**src/rtl/mem_arbiter_if.sv**
```systemverilog
// Pipeline-to-arbiter-to-RAM signal bundle; the arbiter takes the slave view,
// and the pipeline plus RAM model together take the master view.
interface mem_arbiter_if #(
    parameter int ADDR_W = 32,
    parameter int DATA_W = 32
);
    logic              iREN;
    logic [ADDR_W-1:0] iaddr;
    logic              ihit;
    logic [DATA_W-1:0] iload;

    logic              dREN;
    logic              dWEN;
    logic              datomic;
    logic [ADDR_W-1:0] daddr;
    logic [DATA_W-1:0] dstore;
    logic              dhit;
    logic [DATA_W-1:0] dload;

    logic              ramREN;
    logic              ramWEN;
    logic [ADDR_W-1:0] ramaddr;
    logic [DATA_W-1:0] ramstore;
    logic [DATA_W-1:0] ramload;
    logic [1:0]        ramstate;
    logic              err;

    modport slave (
        input  iREN, iaddr, dREN, dWEN, datomic, daddr, dstore, ramload, ramstate,
        output ihit, iload, dhit, dload, ramREN, ramWEN, ramaddr, ramstore, err
    );

    modport master (
        output iREN, iaddr, dREN, dWEN, datomic, daddr, dstore, ramload, ramstate,
        input  ihit, iload, dhit, dload, ramREN, ramWEN, ramaddr, ramstore, err
    );
endinterface

```
**src/rtl/mem_arbiter.sv**
```systemverilog
// Serialises I-fetch and D-access onto one RAM port; LL/SC link built only with MEM_ARBITER_LLSC_EN.
// Hit two cycles after the request plus RAM wait cycles; requesters hold their request until the hit.
module mem_arbiter #(
    parameter int ADDR_W  = 32,
    parameter int DATA_W  = 32,
    parameter int TIMEOUT = 1023
) (
    input logic          CLK,
    input logic          RST,
    mem_arbiter_if.slave bus
);
    localparam int               CNT_W      = $clog2(TIMEOUT + 1);
    localparam logic [CNT_W-1:0] CNT_MAX    = CNT_W'(TIMEOUT);
    localparam logic [1:0]       RAM_ACCESS = 2'd2;
    localparam logic [1:0]       RAM_ERROR  = 2'd3;

    typedef enum logic [2:0] {IDLE, IREQ, DREQ, IRESP, DRESP} state_t;

    state_t            state;
    logic              last_d;
    logic              op_wr;
    logic              sc_skip;
    logic [ADDR_W-1:0] addr_q;
    logic [DATA_W-1:0] store_q;
    logic [DATA_W-1:0] iload_q;
    logic [DATA_W-1:0] dload_q;
    logic [CNT_W-1:0]  wait_cnt;
    logic [CNT_W-1:0]  wait_nxt;
    logic              ihit_q;
    logic              dhit_q;
    logic              ren_q;
    logic              wen_q;
    logic              err_q;

    logic              d_pend;
    logic              grant_d;
    logic              sc_fail;
    logic [DATA_W-1:0] wr_resp;

    assign d_pend   = bus.dREN | bus.dWEN;
    assign grant_d  = d_pend & (~bus.iREN | ~last_d);
    assign wait_nxt = wait_cnt + CNT_W'(1);

`ifdef MEM_ARBITER_LLSC_EN
    logic              op_atomic;
    logic              link_vld;
    logic [ADDR_W-1:0] link_addr;

    // A failing SC is decided at grant time so it never touches the RAM.
    assign sc_fail = bus.datomic & bus.dWEN & ~(link_vld && (link_addr == bus.daddr));
    assign wr_resp = {{(DATA_W-1){1'b0}}, op_atomic & ~sc_skip};
`else
    logic unused_datomic;
    assign unused_datomic = bus.datomic;
    assign sc_fail        = 1'b0;
    assign wr_resp        = '0;
`endif

    always_ff @(posedge CLK) begin
        if (RST) begin
            state    <= IDLE;
            last_d   <= 1'b0;
            op_wr    <= 1'b0;
            sc_skip  <= 1'b0;
            addr_q   <= '0;
            store_q  <= '0;
            iload_q  <= '0;
            dload_q  <= '0;
            wait_cnt <= '0;
            ihit_q   <= 1'b0;
            dhit_q   <= 1'b0;
            ren_q    <= 1'b0;
            wen_q    <= 1'b0;
            err_q    <= 1'b0;
`ifdef MEM_ARBITER_LLSC_EN
            op_atomic <= 1'b0;
            link_vld  <= 1'b0;
            link_addr <= '0;
`endif
        end else begin
            ihit_q <= 1'b0;
            dhit_q <= 1'b0;
            case (state)
                IDLE: begin
                    wait_cnt <= '0;
                    if (grant_d) begin
                        state   <= DREQ;
                        addr_q  <= bus.daddr;
                        store_q <= bus.dstore;
                        op_wr   <= bus.dWEN;
                        sc_skip <= sc_fail;
                        ren_q   <= ~bus.dWEN;
                        wen_q   <= bus.dWEN & ~sc_fail;
`ifdef MEM_ARBITER_LLSC_EN
                        op_atomic <= bus.datomic;
`endif
                    end else if (bus.iREN) begin
                        state   <= IREQ;
                        addr_q  <= bus.iaddr;
                        op_wr   <= 1'b0;
                        sc_skip <= 1'b0;
                        ren_q   <= 1'b1;
                        wen_q   <= 1'b0;
                    end
                end
                IREQ, DREQ: begin
                    if (wait_cnt != CNT_MAX) begin
                        wait_cnt <= wait_nxt;
                        if (wait_nxt == CNT_MAX) err_q <= 1'b1;
                    end
                    if (sc_skip || (bus.ramstate == RAM_ACCESS)) begin
                        ren_q <= 1'b0;
                        wen_q <= 1'b0;
                        if (state == IREQ) begin
                            state   <= IRESP;
                            ihit_q  <= 1'b1;
                            iload_q <= bus.ramload;
                        end else begin
                            state   <= DRESP;
                            dhit_q  <= 1'b1;
                            dload_q <= op_wr ? wr_resp : bus.ramload;
`ifdef MEM_ARBITER_LLSC_EN
                            if (op_atomic && !op_wr) begin
                                link_vld  <= 1'b1;
                                link_addr <= addr_q;
                            end else if (op_atomic || (op_wr && (addr_q == link_addr))) begin
                                link_vld <= 1'b0;
                            end
`endif
                        end
                    end else if (bus.ramstate == RAM_ERROR) begin
                        err_q <= 1'b1;
                    end
                end
                IRESP: begin
                    last_d <= 1'b0;
                    state  <= IDLE;
                end
                DRESP: begin
                    last_d <= 1'b1;
                    state  <= IDLE;
                end
                default: state <= IDLE;
            endcase
        end
    end

    assign bus.ihit     = ihit_q;
    assign bus.iload    = iload_q;
    assign bus.dhit     = dhit_q;
    assign bus.dload    = dload_q;
    assign bus.ramREN   = ren_q;
    assign bus.ramWEN   = wen_q;
    assign bus.ramaddr  = addr_q;
    assign bus.ramstore = store_q;
    assign bus.err      = err_q;
endmodule

```
**src/flat_wrapper.sv**
```systemverilog
// flat-port wrapper written by rule: the top's interface ports become plain ports
module mem_arbiter_flat 
#(
    parameter int ADDR_W  = 32,
    parameter int DATA_W  = 32,
    parameter int TIMEOUT = 1023
)
  (CLK, RST, bus_iREN, bus_iaddr, bus_dREN, bus_dWEN, bus_datomic, bus_daddr, bus_dstore, bus_ramload, bus_ramstate, bus_ihit, bus_iload, bus_dhit, bus_dload, bus_ramREN, bus_ramWEN, bus_ramaddr, bus_ramstore, bus_err);
  mem_arbiter_if #(.ADDR_W(ADDR_W), .DATA_W(DATA_W)) bus_i ();
  input logic CLK;
  input logic RST;
  input wire logic [$bits(bus_i.iREN)-1:0] bus_iREN;
  input wire logic [$bits(bus_i.iaddr)-1:0] bus_iaddr;
  input wire logic [$bits(bus_i.dREN)-1:0] bus_dREN;
  input wire logic [$bits(bus_i.dWEN)-1:0] bus_dWEN;
  input wire logic [$bits(bus_i.datomic)-1:0] bus_datomic;
  input wire logic [$bits(bus_i.daddr)-1:0] bus_daddr;
  input wire logic [$bits(bus_i.dstore)-1:0] bus_dstore;
  input wire logic [$bits(bus_i.ramload)-1:0] bus_ramload;
  input wire logic [$bits(bus_i.ramstate)-1:0] bus_ramstate;
  output wire logic [$bits(bus_i.ihit)-1:0] bus_ihit;
  output wire logic [$bits(bus_i.iload)-1:0] bus_iload;
  output wire logic [$bits(bus_i.dhit)-1:0] bus_dhit;
  output wire logic [$bits(bus_i.dload)-1:0] bus_dload;
  output wire logic [$bits(bus_i.ramREN)-1:0] bus_ramREN;
  output wire logic [$bits(bus_i.ramWEN)-1:0] bus_ramWEN;
  output wire logic [$bits(bus_i.ramaddr)-1:0] bus_ramaddr;
  output wire logic [$bits(bus_i.ramstore)-1:0] bus_ramstore;
  output wire logic [$bits(bus_i.err)-1:0] bus_err;
  assign bus_i.iREN = bus_iREN;
  assign bus_i.iaddr = bus_iaddr;
  assign bus_i.dREN = bus_dREN;
  assign bus_i.dWEN = bus_dWEN;
  assign bus_i.datomic = bus_datomic;
  assign bus_i.daddr = bus_daddr;
  assign bus_i.dstore = bus_dstore;
  assign bus_i.ramload = bus_ramload;
  assign bus_i.ramstate = bus_ramstate;
  assign bus_ihit = bus_i.ihit;
  assign bus_iload = bus_i.iload;
  assign bus_dhit = bus_i.dhit;
  assign bus_dload = bus_i.dload;
  assign bus_ramREN = bus_i.ramREN;
  assign bus_ramWEN = bus_i.ramWEN;
  assign bus_ramaddr = bus_i.ramaddr;
  assign bus_ramstore = bus_i.ramstore;
  assign bus_err = bus_i.err;
  mem_arbiter #(.ADDR_W(ADDR_W), .DATA_W(DATA_W), .TIMEOUT(TIMEOUT)) u_core (.CLK(CLK), .RST(RST), .bus(bus_i));
endmodule
```
**config.mk**
```make
export PLATFORM = sky130hd
export DESIGN_NAME = mem_arbiter_flat
export DESIGN_NICKNAME = d
export VERILOG_FILES = /design/src/rtl/mem_arbiter_if.sv /design/src/rtl/mem_arbiter.sv /design/src/flat_wrapper.sv
export SDC_FILE = /design/constraint.sdc
export NUM_CORES = 1
export LEC_CHECK = 0
export BUFFER_PORTS_ARGS = -buffer_cell sky130_fd_sc_hd__buf_2
export CAP_MARGIN = 20
export CORE_MARGIN = 10
export CORE_UTILIZATION = 46
export DETAILED_ROUTE_END_ITERATION = 12
export HOLD_SLACK_MARGIN = 0.15
export PLACE_DENSITY = 0.81
export REMOVE_ABC_BUFFERS = 1
export SYNTH_ARGS = -nofsm -noshare
export SYNTH_HDL_FRONTEND = slang
export SYNTH_SLANG_ARGS = --single-unit
```
**constraint.sdc**
```tcl
create_clock -name CLK -period 2.1 [get_ports CLK]
set_input_delay 0.105 -clock CLK [delete_from_list [all_inputs] [get_ports CLK]]
set_output_delay 0.105 -clock CLK [all_outputs]
set_load 0.01 [all_outputs]
```
# Word-level counts from Yosys, hierarchy flattened
# Cells that the tools add are included.
# W data, S select, Z words.
[totals]
reg_bits = 149
input_bits = 136
wordCells = 74
[classes]
addsub = 1
eq_ne = 11
mux = 25
n_bitwise = 9
n_reduce_logical = 14
[ops]
columns = ["operator", "count"]
rows = [
  ["$mux W32", 3],
  ["$pmux W10 S2", 1],
  ["$mux W1", 12],
  ["$mux W3", 4],
  ["$add A10 B1 Y10 const B", 1],
  ["$eq A10 B10 Y1 const B", 1],
  ["$mux W10", 1],
  ["$ne A10 B10 Y1 const B", 1],
  ["$reduce_and A3 Y1", 3],
  ["$reduce_and A2 Y1", 4],
  ["$eq A3 B2 Y1 const B", 2],
  ["$not A1 Y1", 6],
  ["$pmux W1 S2", 3],
  ["$pmux W3 S2", 1],
  ["$reduce_bool A2 Y1", 3],
  ["$eq A2 B2 Y1 const B", 2],
  ["$ne A2 B1 Y1 const B", 2],
  ["$eq A3 B1 Y1 const B", 1],
  ["$eq A3 B3 Y1 const B", 1],
  ["$logic_not A3 Y1", 1],
  ["$ne A3 B2 Y1 const B", 1],
  ["$reduce_or A3 Y1", 1],
  ["$or A1 B1 Y1", 2],
  ["$reduce_or A2 Y1", 1],
  ["other kinds (2)", 2],
]

# Logic depth before layout (Yosys ltp)
# Gate-level depths: netlist of the first run.
[depth]
word_depth = 6
ltp_mapped = 7

# Least setup slack after synthesis of the first run
# Ideal clock, no wire load.
[synth_path]
path_kind = "reg2reg"
startpoint = "reg u_core.wait_cnt[1]"
endpoint = "reg u_core.wait_cnt[3]"
setup_time_ps = 117
t_arrival_ps = 1588
slack_ps = 395
stages_incl_launch_ff = 7
n_path_buf = 1
synth_period_minus_slack_ps = 1705
cell_sequence = "dfxtp_1 -> ha_1 -> nand3_1 -> or3_1 -> buf_2 -> a32o_1 -> a32o_1"
[synth_via]
elab_chain_len = 3
elab_cells_between_ends = 6
cone_classes = "1 x add/sub; 2 x eq/ne; 2 x mux; 1 x reduce/logical"
[synth_rtl]
columns = ["item", "line", "source"]
rows = [
  ["start, declared", "mem_arbiter.sv:27", "logic [CNT_W-1:0] wait_cnt;"],
  ["start signal, assigned", "mem_arbiter.sv:108", "wait_cnt <= wait_nxt;"],
  ["$add A10 B1 Y10 / $ne A10 B10 Y1 (equally long branches)", "mem_arbiter.sv:42, mem_arbiter.sv:107", ""],
  ["$mux W10 / $ne A2 B1 Y1 (equally long branches)", "-", ""],
  ["$pmux W10 S2 / $reduce_and A2 Y1 (equally long branches)", "-", ""],
]
# Several ways; a longest one is shown, not always the timed one. The select of a mux whose other input is x is not followed.
# A chain may end at the register's enable or synchronous reset.

# Final worst setup path of the first run
[layout_path]
startpoint = "in bus_dWEN"
endpoint = "reg u_core.addr_q[30], in the netlist u_core.bus.ramaddr[30]"
[layout_via]
elab_chain_len = 4
elab_cells_between_ends = 5
cone_classes = "1 x mux; 2 x bitwise; 2 x reduce/logical"
[layout_rtl]
columns = ["item", "line", "source"]
rows = [
  ["start, declared", "flat_wrapper.sv:15", "input wire logic [$bits(bus_i.dWEN)-1:0] bus_dWEN;"],
  ["$or A1 B1 Y1 *", "mem_arbiter.sv:40", "assign d_pend = bus.dREN | bus.dWEN;"],
  ["$and A1 B1 Y1 *", "mem_arbiter.sv:41", "assign grant_d = d_pend & (~bus.iREN | ~last_d);"],
  ["$reduce_bool A2 Y1 (no line)", "-", ""],
  ["$reduce_and A2 Y1 (no line)", "-", ""],
  ["end signal, assigned", "mem_arbiter.sv:88", "addr_q <= bus.daddr;"],
  ["end signal, assigned", "mem_arbiter.sv:99", "addr_q <= bus.iaddr;"],
  ["end, declared", "mem_arbiter.sv:23", "logic [ADDR_W-1:0] addr_q;"],
]
# Mark *: on every way between the ends. The rest lies on a longest branch, timed or not.

==> results of run 1 <==
-- cells in the final DEF, fill, tap and decap left out, drive strengths merged, types with 3 or more instances in the layout --
| cell type | instances |
|---|---|
| a22o | 33 |
| clkbuf | 23 |
| buf | 278 |
| mux2i | 32 |
| inv | 5 |
| o211ai | 4 |
| nand3 | 10 |
| nand2 | 143 |
| bufinv | 3 |
| nor2 | 40 |
| dlygate4sd3 | 137 |
| a211oi | 33 |
| a31oi | 7 |
| nor4 | 4 |
| a21oi | 74 |
| o31ai | 3 |
| nor3 | 5 |
| and3 | 3 |
| o21ai | 4 |
| clkinv | 3 |
| dfxtp | 148 |
-- through the flow --
| stage | cells | total power (W) | utilization | cell area, sq um |
|---|---|---|---|---|
| 6_report | 1167 | 0.007474 | 0.7530 | 9045 |
| 5_1_grt | 1167 | 0.007744 | 0.7530 | 9045 |
| 4_1_cts | 1165 | 0.007441 | 0.7526 | 9040 |
| 3_5_place_dp | 997 | 0.004126 | 0.5875 | 7057 |
| 3_3_place_gp | 997 | 0.004099 | 0.5875 | 7057 |
| 2_1_floorplan | 572 | 0.003623 | - | 5398 |
-- where the power goes --
part | switching [W] | leakage [nW] | internal (W)
Sequential | 0.000113 | 1.21 | 0.00299
Combinational | 0.000658 | 2.76 | 0.000602
Clock | 0.00113 | 0.295 | 0.00199
Total | 0.00190 | 4.26 | 0.00558
-- final timing paths --
path | startpoint | to | slack, ns | cells after the start
setup reg to reg | u_core.last_d | u_core.bus.ramaddr[30] | 0.11 | 5
setup / recovery | bus_dWEN | u_core.bus.ramaddr[30] | 0.04 | 7
hold reg to reg | u_core.bus.ramstore[26] | u_core.bus.ramstore[26] | 0.45 | 2
hold / removal | bus_ramload[5] | u_core.bus.dload[5] | 0.44 | 3
-- state kept, by name, indices dropped and copies added, names as in the netlist --
signal / cells
u_core.bus.dload: 32
u_core.bus.iload: 32
u_core.bus.ramaddr: 32
u_core.bus.ramstore: 32
u_core.wait_cnt: 10
u_core.state: 3
u_core.bus.dhit: 1
u_core.bus.err: 1
u_core.bus.ihit: 1
u_core.bus.ramREN: 1
u_core.bus.ramWEN: 1
u_core.last_d: 1
u_core.op_wr: 1
-- worst reg2reg max path, cell delays in order (launching register included) --
cell and delay, ns:
dfxtp_1 0.37, a2bb2oi_4 0.22, buf_12 0.27, mux2i_1 0.13
dlygate4sd3_1 0.57, a211oi_1 0.33
-- logic make-up after synthesis --
family                     synth area share
and+or+nand+nor                      0.1594
xor gates and xnor gates           0.006234
DFF                                  0.5272
buffers and inverters               0.04296
AOI/OAI and AO/OA                    0.2028
muxes                               0.05699
adders and majority gates          0.004452
-- cell usage after synthesis, types with 2 or more instances --
cell / n / area [sq um]
nand2b_1: 2 / 12.51
nor4_1: 3 / 18.77
nor3_1: 3 / 15.01
clkbuf_1: 20 / 75.07
xor2_1: 2 / 17.52
xnor2_1: 2 / 17.52
nor2_1: 40 / 150.1
a21oi_1: 74 / 370.4
buf_2: 19 / 95.09
ha_1: 2 / 25.02
mux2i_1: 32 / 320.3
a22o_1: 33 / 289.0
and3_1: 3 / 18.77
a31oi_1: 7 / 43.79
a211o_1: 2 / 17.52
o211ai_1: 4 / 30.03
nand3_1: 9 / 45.04
a32o_1: 2 / 20.02
inv_1: 5 / 18.77
nand2_1: 143 / 536.8
a211oi_1: 33 / 247.7
o21ai_0: 3 / 15.01
dfxtp_1: 148 / 2963
buf_4: 7 / 52.55
o31ai_1: 3 / 22.52
-- final cells by class --
type	instances	share of cell area
multi-input cells	419	0.2689
repair buffers	415	0.3129
diodes	2	0.0005533
clock buffers	23	0.05395
clock inverters	8	0.01369
flip-flops and latches	148	0.3276
inverters	5	0.002075
well taps	147	0.02033
-- what timing repair did --
action,4_1_cts,5_1_grt
hold buffers,137,0
endpoints found under the hold margin,135,0
endpoints found under the setup margin,0,0
gates resized for setup,0,0
-- per-layer routing --
layer | track usage | vias up | wire (um)
li1 | - | 2943 | -
met1 | 0.2553 | 2837 | 7865
met2 | 0.4205 | 335 | 10440
met3 | 0.09388 | 76 | 2276
met4 | 0.1295 | 0 | 906
met5 | 0 | - | 0
==> flow_summary.json, run 1 <==
{
  "seqCellArea_sq_um": 2963,
  "multi_input_area_sq_um": 2432,
  "period_share": 0.9797,
  "vias": 6191,
  "clock_tree.root_cell": "clkbuf_16",
  "routed_wl_mm": 21.49,
  "num_rows": 40,
  "num-nets-final": 1144,
  "synth_cell_types": 42,
  "clock.fmax_mhz": 486.1,
  "setup_ws_ns": 0.04272,
  "crit_path_start_kind": "input pin",
  "cts_buffers": 17,
  "clock_sinks": 148,
  "drc": 0,
  "syn_inst": 618,
  "slowest_delay_ns": 0.57,
  "ios": 269,
  "crit_arrival_ns": 2.36,
  "gr-total-overflow": 0,
  "worstPathCellList": "dlygate4sd3_1, buf_2, a2bb2oi_4, buf_12, mux2i_1, dlygate4sd3_1, a211oi_1",
  "grt_pass1_wl_mm": 32.82,
  "finalSetupViolCount": 0,
  "clockBufferDepth": 2,
  "synth_edf_count": 0,
  "place.gp.congestion": 0.8199,
  "relSlewSlack": 0.6328,
  "grt_max_degree": 71,
  "cp_max_fo": 32,
  "hold_ws_ns": 0.4433,
  "viasPerCell": 5.305,
  "end_kind": "flop",
  "cellLeakagePower_nw": 4.261,
  "die_h_um": 130.5,
  "grt_pass1_vias": 6401,
  "crit_slowest_cell": "dlygate4sd3_1",
  "synth-seq-cells": 148,
  "syn_avg_cell_area_sq_um": 9.094,
  "grt_use_total": 0.2451,
  "synthesis.area_sq_um": 5620,
  "yosysSeqAreaShare": 0.5272,
  "irDropWorstVdd_uv": 477.2,
  "area_growth_pct": 60.93,
  "tritoncts": "built",
  "portBuffers": 267,
  "period_needed_ns": 2.057,
  "htreeDepth": 4,
  "cp.buffers_inverters": 4,
  "ys.flop_type": "dfxtp_1",
  "drive_gt1_frac": 0.3094,
  "post_drt_wl_per_cell_um": 18.41,
  "yosys_warnings": 0,
  "clkLatencyLatePin_ns": 0.42,
  "coreArea_sq_um": 12010,
  "initial_utilization": 0.4679,
  "power_density_nw_per_um2": 826.3,
  "tns_ns": 0,
  "cp_common_cell": "dlygate4sd3_1",
  "pre_cts_ws_ns": 0.2650,
  "crit_family": "buffers and inverters",
  "final_antenna_net_count": 0,
  "grt_setup_unrepaired": "false",
  "required_ns": 2.41,
  "status": "completed",
  "dieArea_sq_um": 17040,
  "fin_worst_skew_ns": 0.007851,
  "drv_slew": 0,
  "cts_setup_buffers": 0,
  "first_pass_iters": 5,
  "finalHoldViolations": 0,
  "synthArstFlopShare": 0,
  "clkTransAtPathRegs_ns": 0.06,
  "hp-class": "in2reg",
  "die_width_um": 130.5,
  "nFillCells": 763,
  "grt_antenna_before_repair": 2,
  "worst_slew_pin_slew_ns": 0.5478,
  "dpl.hpwl_mm": 12.78,
  "drt-initial-drc-count": 468,
  "cap_viol_max_count": 0,
  "critPathKind": "in2reg"
}
Note: power is estimated with default switching activity, not from simulation.
==> run 2: changes to the inputs <==
--- a/config.mk
+++ b/config.mk
@@ -13,6 +13,7 @@
 export HOLD_SLACK_MARGIN = 0.15
 export PLACE_DENSITY = 0.81
 export REMOVE_ABC_BUFFERS = 1
+export SETUP_SLACK_MARGIN = 0.2
 export SYNTH_ARGS = -nofsm -noshare
 export SYNTH_HDL_FRONTEND = slang
 export SYNTH_SLANG_ARGS = --single-unit
==> flow_summary.json, run 2 (synthesized netlist as in run 1, its figures left out) <==
{
  "hp-class": "in2reg",
  "crit_path_start_kind": "input pin",
  "vias": 6390,
  "clockBufferDepth": 2,
  "area_growth_pct": 62.80,
  "hold_path_depth": 3,
  "tritoncts": "built",
  "clkLatencyLatePin_ns": 0.42,
  "fin_worst_skew_ns": 0.008915,
  "status": "completed",
  "num-nets-final": 1148,
  "num_rows": 40,
  "drv_slew": 0,
  "place.gp.congestion": 0.8199,
  "instances_no_fill": 1172,
  "p_sw_frac": 0.2583,
  "tns_ns": 0,
  "power.switching_w": 0.001951,
  "final_cell_mix": "buf_2 (266), dfxtp_1 (148), nand2_1 (143)",
  "drt-initial-drc-count": 540,
  "dieArea_sq_um": 17040,
  "grt_setup_unrepaired": "true",
  "grt_pass1_wl_mm": 33.24,
  "drive_gt1_frac": 0.3200,
  "clock_tree.root_cell": "clkbuf_16",
  "end_kind": "flop",
  "viasPerCell": 5.452,
  "final_common_cell": "buf_2",
  "critPathKind": "in2reg",
  "irDropWorstVdd_uv": 530.6,
  "pwr-share-clk": 0.412,
  "required_ns": 2.39,
  "routed_wl_mm": 22.99,
  "cellLeakagePower_nw": 4.294,
  "finalSetupViolCount": 0,
  "clock_sinks": 148,
  "finalHoldViolations": 0,
  "combinationalPowerShare": 0.176,
  "clkTransAtPathRegs_ns": 0.06,
  "die_width_um": 130.5,
  "portBuffers": 267,
  "cp_max_fo": 16,
  "drc": 0,
  "final_antenna_net_count": 0,
  "ios": 269,
  "dpl.hpwl_mm": 12.78,
  "initial_utilization": 0.4679,
  "crit_arrival_ns": 2.34,
  "clock.fmax_mhz": 490.0,
  "worst_slew_pin_slew_ns": 0.5433,
  "relSlewSlack": 0.6358,
  "grt_antenna_before_repair": 2,
  "grt_pass1_vias": 6399,
  "cap_viol_max_count": 0,
  "gr-total-overflow": 0,
  "dp.cells": 997,
  "cts_buffers": 17,
  "die_h_um": 130.5,
  "reg2reg_depth": 5,
  "internal_power_w": 0.005603,
  "power_density_nw_per_um2": 825.6,
  "grt_use_total": 0.2481,
  "grt_max_degree": 71,
  "seqPwrFrac": 0.411,
  "period_share": 0.9718,
  "period_needed_ns": 2.041,
  "post_drt_wl_per_cell_um": 19.62,
  "total_power_w": 0.007554,
  "htreeDepth": 4,
  "first_pass_iters": 5,
  "coreArea_sq_um": 12010,
  "nFillCells": 743
}
[run 2: cell types whose count changed in the layout (fill, tap and decap cells not counted), moves of 2 or more]
cell	previous run	this run
a211oi_1	33	28
a211oi_2	0	5
buf_4	9	11
clkbuf_16	17	19
mux2i_1	32	30
mux2i_2	0	2
[run 2: final timing paths]
kind | end | from | slack, ns
hold reg to reg | u_core.bus.ramstore[26] | u_core.bus.ramstore[26] | 0.45
hold / removal | u_core.bus.dload[5] | bus_ramload[5] | 0.45
setup / recovery | u_core.bus.ramaddr[20] | bus_dWEN | 0.06
setup reg to reg | u_core.bus.ramaddr[20] | u_core.last_d | 0.12
[run 2: critical path, cell delays in order]
cell,delay [ns]
dlygate4sd3_1,0.55
buf_2,0.19
a2bb2oi_4,0.22
buf_12,0.21
mux2i_1,0.29
dlygate4sd3_1,0.65
a211oi_1,0.09
[run 2: timing repair]
item,4_1_cts,5_1_grt
endpoints found under the setup margin,0,33
gates resized for setup,0,8
hold buffers,137,0
endpoints found under the hold margin,135,0
buffers inserted,0,2
[run 2: metrics by stage]
step                      utilization  area (sq um)  worst slack, ns  hold slack, ns
after floorplan                     -          5398          -0.3409          0.1741
after global placement         0.5875          7057           0.2897          0.3283
after detailed placement       0.5875          7057           0.2650          0.3332
after CTS                      0.7526          9040           0.2257          0.4319
after global routing           0.7616          9148          0.05675          0.4631
final                          0.7618          9150          0.05930          0.4453
[run 2: power by group through the flow]
stage | Sequential, W | Combinational, W | Clock (W)
floorplan | 0.00322 | 0.000399 | 0
global placement | 0.00313 | 0.000965 | 0
detailed placement | 0.00314 | 0.000982 | 0
CTS | 0.00309 | 0.00121 | 0.00314
global route | 0.00312 | 0.00143 | 0.00326
finish | 0.00311 | 0.00133 | 0.00311
[run 2: final cells by class]
class | instances | area (sq um) | share of cell area
flip-flops and latches | 148 | 2963 | 0.3238
clock buffers | 23 | 488.0 | 0.05333
diodes | 3 | 7.507 | 0.0008205
inverters | 5 | 18.77 | 0.002051
well taps | 147 | 183.9 | 0.02010
clock inverters | 8 | 123.9 | 0.01354
repair buffers | 419 | 2895 | 0.3164
multi-input cells | 419 | 2470 | 0.2699
[run 2: routing by layer]
metal	vias up	share of wire	global-route usage
met5	-	0	0
met4	0	0.038	0.1334
met3	77	0.10	0.09549
met2	366	0.50	0.4264
met1	3000	0.36	0.2567
li1	2947	-	-
